**config.mk**
```make
export PLATFORM = sky130hd
export DESIGN_NAME = ssp_read_streamer_flat
export DESIGN_NICKNAME = d
export VERILOG_FILES = /design/src/rtl/ssp_pkg.sv /design/src/rtl/ssp_read_streamer_if.sv /design/src/rtl/ssp_rd_fifo.sv /design/src/rtl/ssp_read_streamer.sv /design/src/flat_wrapper.sv
export SDC_FILE = /design/constraint.sdc
export NUM_CORES = 1
export LEC_CHECK = 0
export BUFFER_PORTS_ARGS = -buffer_cell sky130_fd_sc_hd__buf_2
export CAP_MARGIN = 30
export CORE_MARGIN = 2
export CORE_UTILIZATION = 56
export CTS_CLUSTER_SIZE = 10
export DETAILED_ROUTE_END_ITERATION = 10
export PLACE_DENSITY = 0.91
export SLEW_MARGIN = 20
export SYNTH_ARGS = -nofsm -noshare
export SYNTH_HDL_FRONTEND = slang
export SYNTH_SLANG_ARGS = --single-unit
```
**constraint.sdc**
```tcl
create_clock -name clk -period 6 [get_ports clk]
set_clock_uncertainty 0.05 [all_clocks]
set_input_delay 1.8 -clock clk [delete_from_list [all_inputs] [get_ports clk]]
set_output_delay 1.8 -clock clk [all_outputs]
set_load 0.02 [all_outputs]
```
**src/rtl/ssp_pkg.sv**
```systemverilog
// Shared types and constants for the scratchpad read streamer.
// Latency: n/a (declarations only).
// Backpressure: n/a.
package ssp_pkg;

    // Burst controller states.
    typedef enum logic [1:0] {
        ST_IDLE  = 2'd0,
        ST_RUN   = 2'd1,
        ST_DRAIN = 2'd2,
        ST_DONE  = 2'd3
    } ssp_state_e;

    // Output buffer depth; the credit rule in the streamer is built around it.
    localparam int SSP_RD_BUF_DEPTH = 2;

    // Low address bits that must be zero for a read aligned to par_read words.
    function automatic int ssp_align_mask(input int par_read);
        return par_read - 1;
    endfunction

endpackage

```
**src/rtl/ssp_read_streamer_if.sv**
```systemverilog
// Scratchpad read port plus the outgoing valid/ready word stream.
// Latency: n/a (wiring only).
// Backpressure: out_ready from the consumer throttles out_valid.
interface ssp_read_streamer_if #(
    parameter int DATA_WIDTH = 16,
    parameter int ADDR_WIDTH = 3,
    parameter int PAR_READ   = 1
);
    logic                           ssp_ren;
    logic                           ssp_chip_en;
    logic [ADDR_WIDTH-1:0]          ssp_raddr;
    logic [PAR_READ*DATA_WIDTH-1:0] ssp_dout;
    logic [PAR_READ*DATA_WIDTH-1:0] out_data;
    logic                           out_valid;
    logic                           out_ready;

    // Streamer side: drives the read port and the stream.
    modport master (
        output ssp_ren, ssp_chip_en, ssp_raddr, out_data, out_valid,
        input  ssp_dout, out_ready
    );

    // Scratchpad / consumer side.
    modport slave (
        input  ssp_ren, ssp_chip_en, ssp_raddr, out_data, out_valid,
        output ssp_dout, out_ready
    );
endinterface

```
**src/rtl/ssp_rd_fifo.sv**
```systemverilog
// Two-entry in-order FIFO holding scratchpad words awaiting the consumer.
// Latency: a pushed word is visible at dout the cycle after the push.
// Backpressure: none internally; the caller's credit rule keeps it from overflowing.
module ssp_rd_fifo
    import ssp_pkg::*;
#(
    parameter int WIDTH = 16
) (
    input  logic             clk,
    input  logic             rst,
    input  logic             push,
    input  logic [WIDTH-1:0] din,
    input  logic             pop,
    output logic [WIDTH-1:0] dout,
    output logic [1:0]       count
);
    localparam logic [1:0] FULL = 2'(SSP_RD_BUF_DEPTH);

    logic [WIDTH-1:0] mem [SSP_RD_BUF_DEPTH];
    logic             wr_ptr;
    logic             rd_ptr;
    logic             do_push;
    logic             do_pop;

    // A pop of an empty buffer or a push into a full one without a pop is dropped.
    assign do_pop  = pop && (count != 2'd0);
    assign do_push = push && ((count != FULL) || do_pop);
    assign dout    = mem[rd_ptr];

    // Storage, pointers and occupancy; reset flushes everything to zero.
    always_ff @(posedge clk) begin
        if (rst) begin
            for (int i = 0; i < SSP_RD_BUF_DEPTH; i++) begin
                mem[i] <= '0;
            end
            wr_ptr <= 1'b0;
            rd_ptr <= 1'b0;
            count  <= 2'd0;
        end else begin
            if (do_push) begin
                mem[wr_ptr] <= din;
                wr_ptr      <= ~wr_ptr;
            end
            if (do_pop) begin
                rd_ptr <= ~rd_ptr;
            end
            count <= count + 2'(do_push) - 2'(do_pop);
        end
    end

endmodule

```
**src/rtl/ssp_read_streamer.sv**
```systemverilog
// Issues a burst of scratchpad reads and streams the returned words out.
// Latency: read issued in cycle t, word presented on out_valid in cycle t+2.
// Backpressure: reads are only issued while the 2-entry buffer has room for them.
module ssp_read_streamer
    import ssp_pkg::*;
#(
    parameter int DATA_WIDTH = 16,
    parameter int ADDR_WIDTH = 3,
    parameter int PAR_READ   = 1,
    parameter int LEN_WIDTH  = 4
) (
    input  logic                  clk,
    input  logic                  rst,
    input  logic                  start,
    input  logic [ADDR_WIDTH-1:0] base_addr,
    input  logic [LEN_WIDTH-1:0]  len,
    output logic                  busy,
    output logic                  done,
    ssp_read_streamer_if.master   bus
);
    localparam int               WORD_W     = PAR_READ * DATA_WIDTH;
    localparam logic [ADDR_WIDTH-1:0] ALIGN_MASK = ADDR_WIDTH'(ssp_align_mask(PAR_READ));

    ssp_state_e            state;
    ssp_state_e            state_nxt;
    logic [ADDR_WIDTH-1:0] base_q;
    logic [LEN_WIDTH-1:0]  len_q;
    logic [LEN_WIDTH-1:0]  issued;
    logic [LEN_WIDTH-1:0]  accepted;
    logic                  inflight;
    logic [1:0]            count;
    logic                  pop;
    logic                  ren;
    logic                  credit_ok;
    logic [WORD_W-1:0]     head_data;

    assign pop = bus.out_valid & bus.out_ready;

    // count + inflight - pop < 2, rearranged so nothing goes negative.
    assign credit_ok = (3'(count) + 3'(inflight)) < (3'd2 + 3'(pop));

    assign bus.ssp_ren     = ren;
    assign bus.ssp_chip_en = ren;
    assign bus.ssp_raddr   = ren ? (base_q + ADDR_WIDTH'(int'(issued) * PAR_READ)) : '0;
    assign bus.out_valid   = (count != 2'd0);
    assign bus.out_data    = head_data;

    // Next state, read issue and status flags.
    always_comb begin
        state_nxt = state;
        ren       = 1'b0;
        busy      = 1'b0;
        done      = 1'b0;
        case (state)
            ST_IDLE: begin
                if (start) begin
                    state_nxt = (len != '0) ? ST_RUN : ST_DONE;
                end
            end
            ST_RUN: begin
                busy = 1'b1;
                if ((issued != len_q) && credit_ok) begin
                    ren = 1'b1;
                    if ((issued + LEN_WIDTH'(1)) == len_q) begin
                        state_nxt = ST_DRAIN;
                    end
                end
            end
            ST_DRAIN: begin
                busy = 1'b1;
                if (pop && ((accepted + LEN_WIDTH'(1)) == len_q)) begin
                    state_nxt = ST_DONE;
                end
            end
            ST_DONE: begin
                done      = 1'b1;
                state_nxt = ST_IDLE;
            end
            default: state_nxt = ST_IDLE;
        endcase
    end

    // State register, burst parameters, progress counters and the in-flight flag.
    always_ff @(posedge clk) begin
        if (rst) begin
            state    <= ST_IDLE;
            base_q   <= '0;
            len_q    <= '0;
            issued   <= '0;
            accepted <= '0;
            inflight <= 1'b0;
        end else begin
            state    <= state_nxt;
            inflight <= ren;
            if ((state == ST_IDLE) && start) begin
                base_q   <= base_addr & ~ALIGN_MASK;
                len_q    <= len;
                issued   <= '0;
                accepted <= '0;
            end else begin
                if (ren) begin
                    issued <= issued + LEN_WIDTH'(1);
                end
                if (pop) begin
                    accepted <= accepted + LEN_WIDTH'(1);
                end
            end
        end
    end

    // The word returned by last cycle's read is always captured; credit guarantees room.
    ssp_rd_fifo #(
        .WIDTH (WORD_W)
    ) u_fifo (
        .clk   (clk),
        .rst   (rst),
        .push  (inflight),
        .din   (bus.ssp_dout),
        .pop   (pop),
        .dout  (head_data),
        .count (count)
    );

endmodule
```
**src/flat_wrapper.sv**
```systemverilog
// flat-port wrapper written by rule: the top's interface ports become plain ports
module ssp_read_streamer_flat import ssp_pkg::*;
#(
    parameter int DATA_WIDTH = 16,
    parameter int ADDR_WIDTH = 3,
    parameter int PAR_READ   = 1,
    parameter int LEN_WIDTH  = 4
)
  (clk, rst, start, base_addr, len, busy, done, bus_ssp_ren, bus_ssp_chip_en, bus_ssp_raddr, bus_out_data, bus_out_valid, bus_ssp_dout, bus_out_ready);
  ssp_read_streamer_if #(.DATA_WIDTH(DATA_WIDTH), .ADDR_WIDTH(ADDR_WIDTH), .PAR_READ(PAR_READ)) bus_i ();
  input  logic clk;
  input  logic rst;
  input  logic start;
  input  logic [ADDR_WIDTH-1:0] base_addr;
  input  logic [LEN_WIDTH-1:0] len;
  output logic busy;
  output logic done;
  output wire logic [$bits(bus_i.ssp_ren)-1:0] bus_ssp_ren;
  output wire logic [$bits(bus_i.ssp_chip_en)-1:0] bus_ssp_chip_en;
  output wire logic [$bits(bus_i.ssp_raddr)-1:0] bus_ssp_raddr;
  output wire logic [$bits(bus_i.out_data)-1:0] bus_out_data;
  output wire logic [$bits(bus_i.out_valid)-1:0] bus_out_valid;
  input wire logic [$bits(bus_i.ssp_dout)-1:0] bus_ssp_dout;
  input wire logic [$bits(bus_i.out_ready)-1:0] bus_out_ready;
  assign bus_ssp_ren = bus_i.ssp_ren;
  assign bus_ssp_chip_en = bus_i.ssp_chip_en;
  assign bus_ssp_raddr = bus_i.ssp_raddr;
  assign bus_out_data = bus_i.out_data;
  assign bus_out_valid = bus_i.out_valid;
  assign bus_i.ssp_dout = bus_ssp_dout;
  assign bus_i.out_ready = bus_out_ready;
  ssp_read_streamer #(.DATA_WIDTH(DATA_WIDTH), .ADDR_WIDTH(ADDR_WIDTH), .PAR_READ(PAR_READ), .LEN_WIDTH(LEN_WIDTH)) u_core (.clk(clk), .rst(rst), .start(start), .base_addr(base_addr), .len(len), .busy(busy), .done(done), .bus(bus_i));
endmodule
```
==> parameters.txt <==
Parameter                              Value

CTS
  Library cell used as clock root buffer ... sky130_fd_sc_hd__clkbuf_8
  Post-CTS setup buffers ... 0
  Skew-Pair Late Insertion Delay ... 0.31 ns
  Buffers from clock root to sink, at most ... 2
  Number of buffers added by the clock tree synthesis step ... 5
  Clock slew at the register clock pins of the worst setup and hold paths ... 0.10 ns
  CTS HTree Levels ... 2
  Clock tree from TritonCTS ... done
  Hold Buf Count CTS ... 0
  Number of clock sinks ... 55
  Post-cts sizing count ... 0

Synth
  Number of standard cells after synthesis ... ~230
  Commonest register cell after synthesis ... sky130_fd_sc_hd__edfxtp_1
  Synth Area in Adders ... 6.41%
  Share of Yosys cell area claimed by the top area cell type ... between 30 and 40%
  Most frequent cells after synthesis ... 34 x sky130_fd_sc_hd__and2_1, 32 x sky130_fd_sc_hd__edfxtp_1, 23 x sky130_fd_sc_hd__dfxtp_1
  Fraction of the mapped netlist area in compound gates ... 5.37%
  Post-synthesis net count ... 271
  Async set-reset flop share out of synthesis ... 0%
  Mean Syn Cell Area ... 11.5 um2
  Most common cell in the synthesized netlist ... sky130_fd_sc_hd__and2_1
  Netlist cell types ... 36
  Number of synthesized flops with an enable pin ... 32
  Area leader, netlist ... sky130_fd_sc_hd__edfxtp_1
  Simple-Gate Fraction of Synth Area ... roughly 17%
  Warning count from the yosys run ... 0
  Multiplexer share of the synthesized area ... 7.96%
  Cells taking the most area after synthesis ... sky130_fd_sc_hd__edfxtp_1 36%, sky130_fd_sc_hd__dfxtp_1 17%, sky130_fd_sc_hd__and2_1 8.0%
  Number of storage elements in the synthesis netlist ... 55
  Combinational family with the most area after synthesis ... simple AND/OR/NAND/NOR gates
  Netlist area before placement ... 2660 um2
  Sequential area share after synthesis ... ~54%
  Xor and xnor area share after synthesis ... 7.58%

Setup path
  Sort of element at the start of the critical path ... primary input
  Worst Path Required ... 4.15 ns
  Critical Path Fanout Max ... 8
  CP Capture Type ... output pin
  Classification of the worst setup path ... in2out
  CP Data Arrival Time ... slightly above 3 ns

Worst hold path
  Classification of the worst-slack hold path ... reg2reg

Drt
  Routed length on met2 ... 2590 um
  Met3 WL ... roughly 230 um
  Wire length the detailed router placed on met1 ... slightly below 2000 um
  Routed vias ... 1821
  Length of the first detailed-routing pass in iterations ... 4
  Drt drc ... 0
  Total length of routed wires ... roughly 5000 um
  Routed wire per std cell ... 14.5 um
  Number of vias per cell after detailed routing ... 5.42
  Antenna Violating Nets Remaining ... 0
  Highest metal layer used by the detailed router ... met4
  Count of routing violations after the opening detailed-route iteration ... 60

Timing
  Setup repair after global routing missed its margin ... no
  Final worst setup slack ... 1.13 ns
  Setup_tns ... 0 ns
  Final Critical Period ... 4.87 ns
  Worst slew pin tran ... around 0.89 ns
  Fmax ... 0.205 GHz
  Hold Fails Final Rpt ... 0
  Setup-failing EPs final ... 0
  Period Utilization, post-route ... roughly 81%
  Max Slew Vio Count ... 0
  Max-Slew Margin vs Limit ... between 40% and 50%

Die
  Floorplan core area ... 4660 um2
  Die X-Extent ... 72.9 um
  Top Ports ... 51
  Total Die Area ... 5310 um2
  Die height ... 72.9 um
  Number of rows in the core area ... 25
  Effective utilization at floorplan ... 57.0%

Global route
  Largest net degree at the start of global routing ... 22
  Aggregate global routing overflow ... 0
  Initial antenna violation count ... 0
  Global-route total usage across every layer ... 19.9%
  Via count of the first global-routing pass ... 1817
  Wire length of the first global-routing pass ... 7930 um

Layout
  Number of nets in the layout ... between 300 and 400
  Post-route cell area ... about 3000 um2
  Ratio of cells with drive above 1 in the final layout ... 25.5%
  Sequential cell area ... 1420 um2
  Count of fill cells added during filler insertion ... between 300 and 400
  Diodes inserted ... 0
  Multi-input logic area ... approximately 1200 um2
  Post-synthesis to final-layout area growth ... 15.6%

Power
  VDD IR max ... approximately 0.00026 V
  Leakage power ... 1.33 nW
  Pwr Total ... 1.09 mW
  Power density normalized to cell area ... between 300 and 400 nW/um2

Place
  Placed inst area ... 2960 um2
  Final weighted congestion in routability-driven placement ... approximately 0.9
  Setup slack after placement ... 1.14 ns
  Detailed-placement wirelength estimate ... 3630 um
  Port Buffer Count ... 50

Status
  Status ... completed

Flow run
  Max-capacitance violation count ... 0
[cells by family after synthesis]
group / count (synthesis)
buf+inv: 16
compound gates: 22
xor+xnor: 23
fa+ha+maj: 13
mux: 19
flops: 55
simple gates: 83
[sequential cells by signal, indices dropped and copies added (netlist names), 2 cells and up, named ones only]
signal,count
u_core.u_fifo.mem,32
u_core.state,2
u_core.accepted,4
u_core.len_q,4
u_core.issued,4
u_core.base_q,3
u_core.u_fifo.count,2
[through the flow]
step | utilization, % | instances | hold slack, ns
2_1_floorplan | - | 231 | 0.390
3_3_place_gp | 63.4 | 328 | 0.402
3_5_place_dp | 63.4 | 328 | 0.415
4_1_cts | 65.9 | 336 | 0.429
5_1_grt | 65.9 | 336 | 0.459
6_report | 65.9 | 336 | 0.428
[layer usage]
metal	global-route usage (%)	vias to the layer above
li1	-	899
met1	21.9	871
met2	35.7	45
met3	5.52	6
met4	8.44	0
met5	0	-
[report_power, final]
| group | switching (mW) | total (mW) | internal (mW) |
|---|---|---|---|
| Sequential | 0.0440 | 0.490 | 0.446 |
| Clock | 0.124 | 0.251 | 0.127 |
| Combinational | 0.200 | 0.345 | 0.145 |
| Total | 0.368 | 1.09 | 0.718 |
[worst paths after layout]
path                            cells past startpoint                to  slack [ns]          startpoint
worst min-delay path                                2  u_core.base_q[0]        0.43    u_core.base_q[0]
worst max register to register                      6   u_core.state[1]        3.83  u_core.accepted[0]
worst min register to register                      2  u_core.base_q[0]        0.43    u_core.base_q[0]
worst max-delay path                                7  bus_ssp_raddr[0]        1.13       bus_out_ready
[area by class of cell]
class	instances	area share, %
sequential	55	46.3
multi-input combinational	160	38.1
timing repair buffer	53	8.88
clock buffer	5	2.24
tap	54	2.20
clock inverter	3	1.55
inverter	6	0.733
[layout by cell type (no fill, tap or decap), types with 2 or more instances in the layout]
cell type                  synthesis  final
sky130_fd_sc_hd__buf_2             0     50
sky130_fd_sc_hd__and2_1           34     34
sky130_fd_sc_hd__edfxtp_1         32     32
sky130_fd_sc_hd__dfxtp_1          23     23
sky130_fd_sc_hd__nor2_1           14     14
sky130_fd_sc_hd__xnor2_1          12     12
sky130_fd_sc_hd__nand2_1          12     12
sky130_fd_sc_hd__ha_1             12     12
sky130_fd_sc_hd__mux2_1           11     11
sky130_fd_sc_hd__xor2_1           11     11
sky130_fd_sc_hd__a21oi_1          10     10
sky130_fd_sc_hd__nand3_1           9      9
sky130_fd_sc_hd__mux2_2            6      6
sky130_fd_sc_hd__clkbuf_8          0      5
sky130_fd_sc_hd__o21ai_1           3      3
sky130_fd_sc_hd__inv_2             3      3
sky130_fd_sc_hd__inv_1             3      3
sky130_fd_sc_hd__o41a_1            3      3
sky130_fd_sc_hd__buf_4             1      3
sky130_fd_sc_hd__mux2i_1           2      2
sky130_fd_sc_hd__nor3_1            2      2
sky130_fd_sc_hd__or3_1             2      2
sky130_fd_sc_hd__nor4_1            2      2
sky130_fd_sc_hd__nor2b_1           2      2
[worst max-delay path, stage by stage]
cell                      delay (ns)
sky130_fd_sc_hd__buf_2          0.09
sky130_fd_sc_hd__o21ai_1        0.21
sky130_fd_sc_hd__o21ai_1        0.30
sky130_fd_sc_hd__nand3_2        0.23
sky130_fd_sc_hd__inv_2          0.12
sky130_fd_sc_hd__and2_1         0.12
sky130_fd_sc_hd__buf_2          0.16
Power figures use the tool's default switching activity.
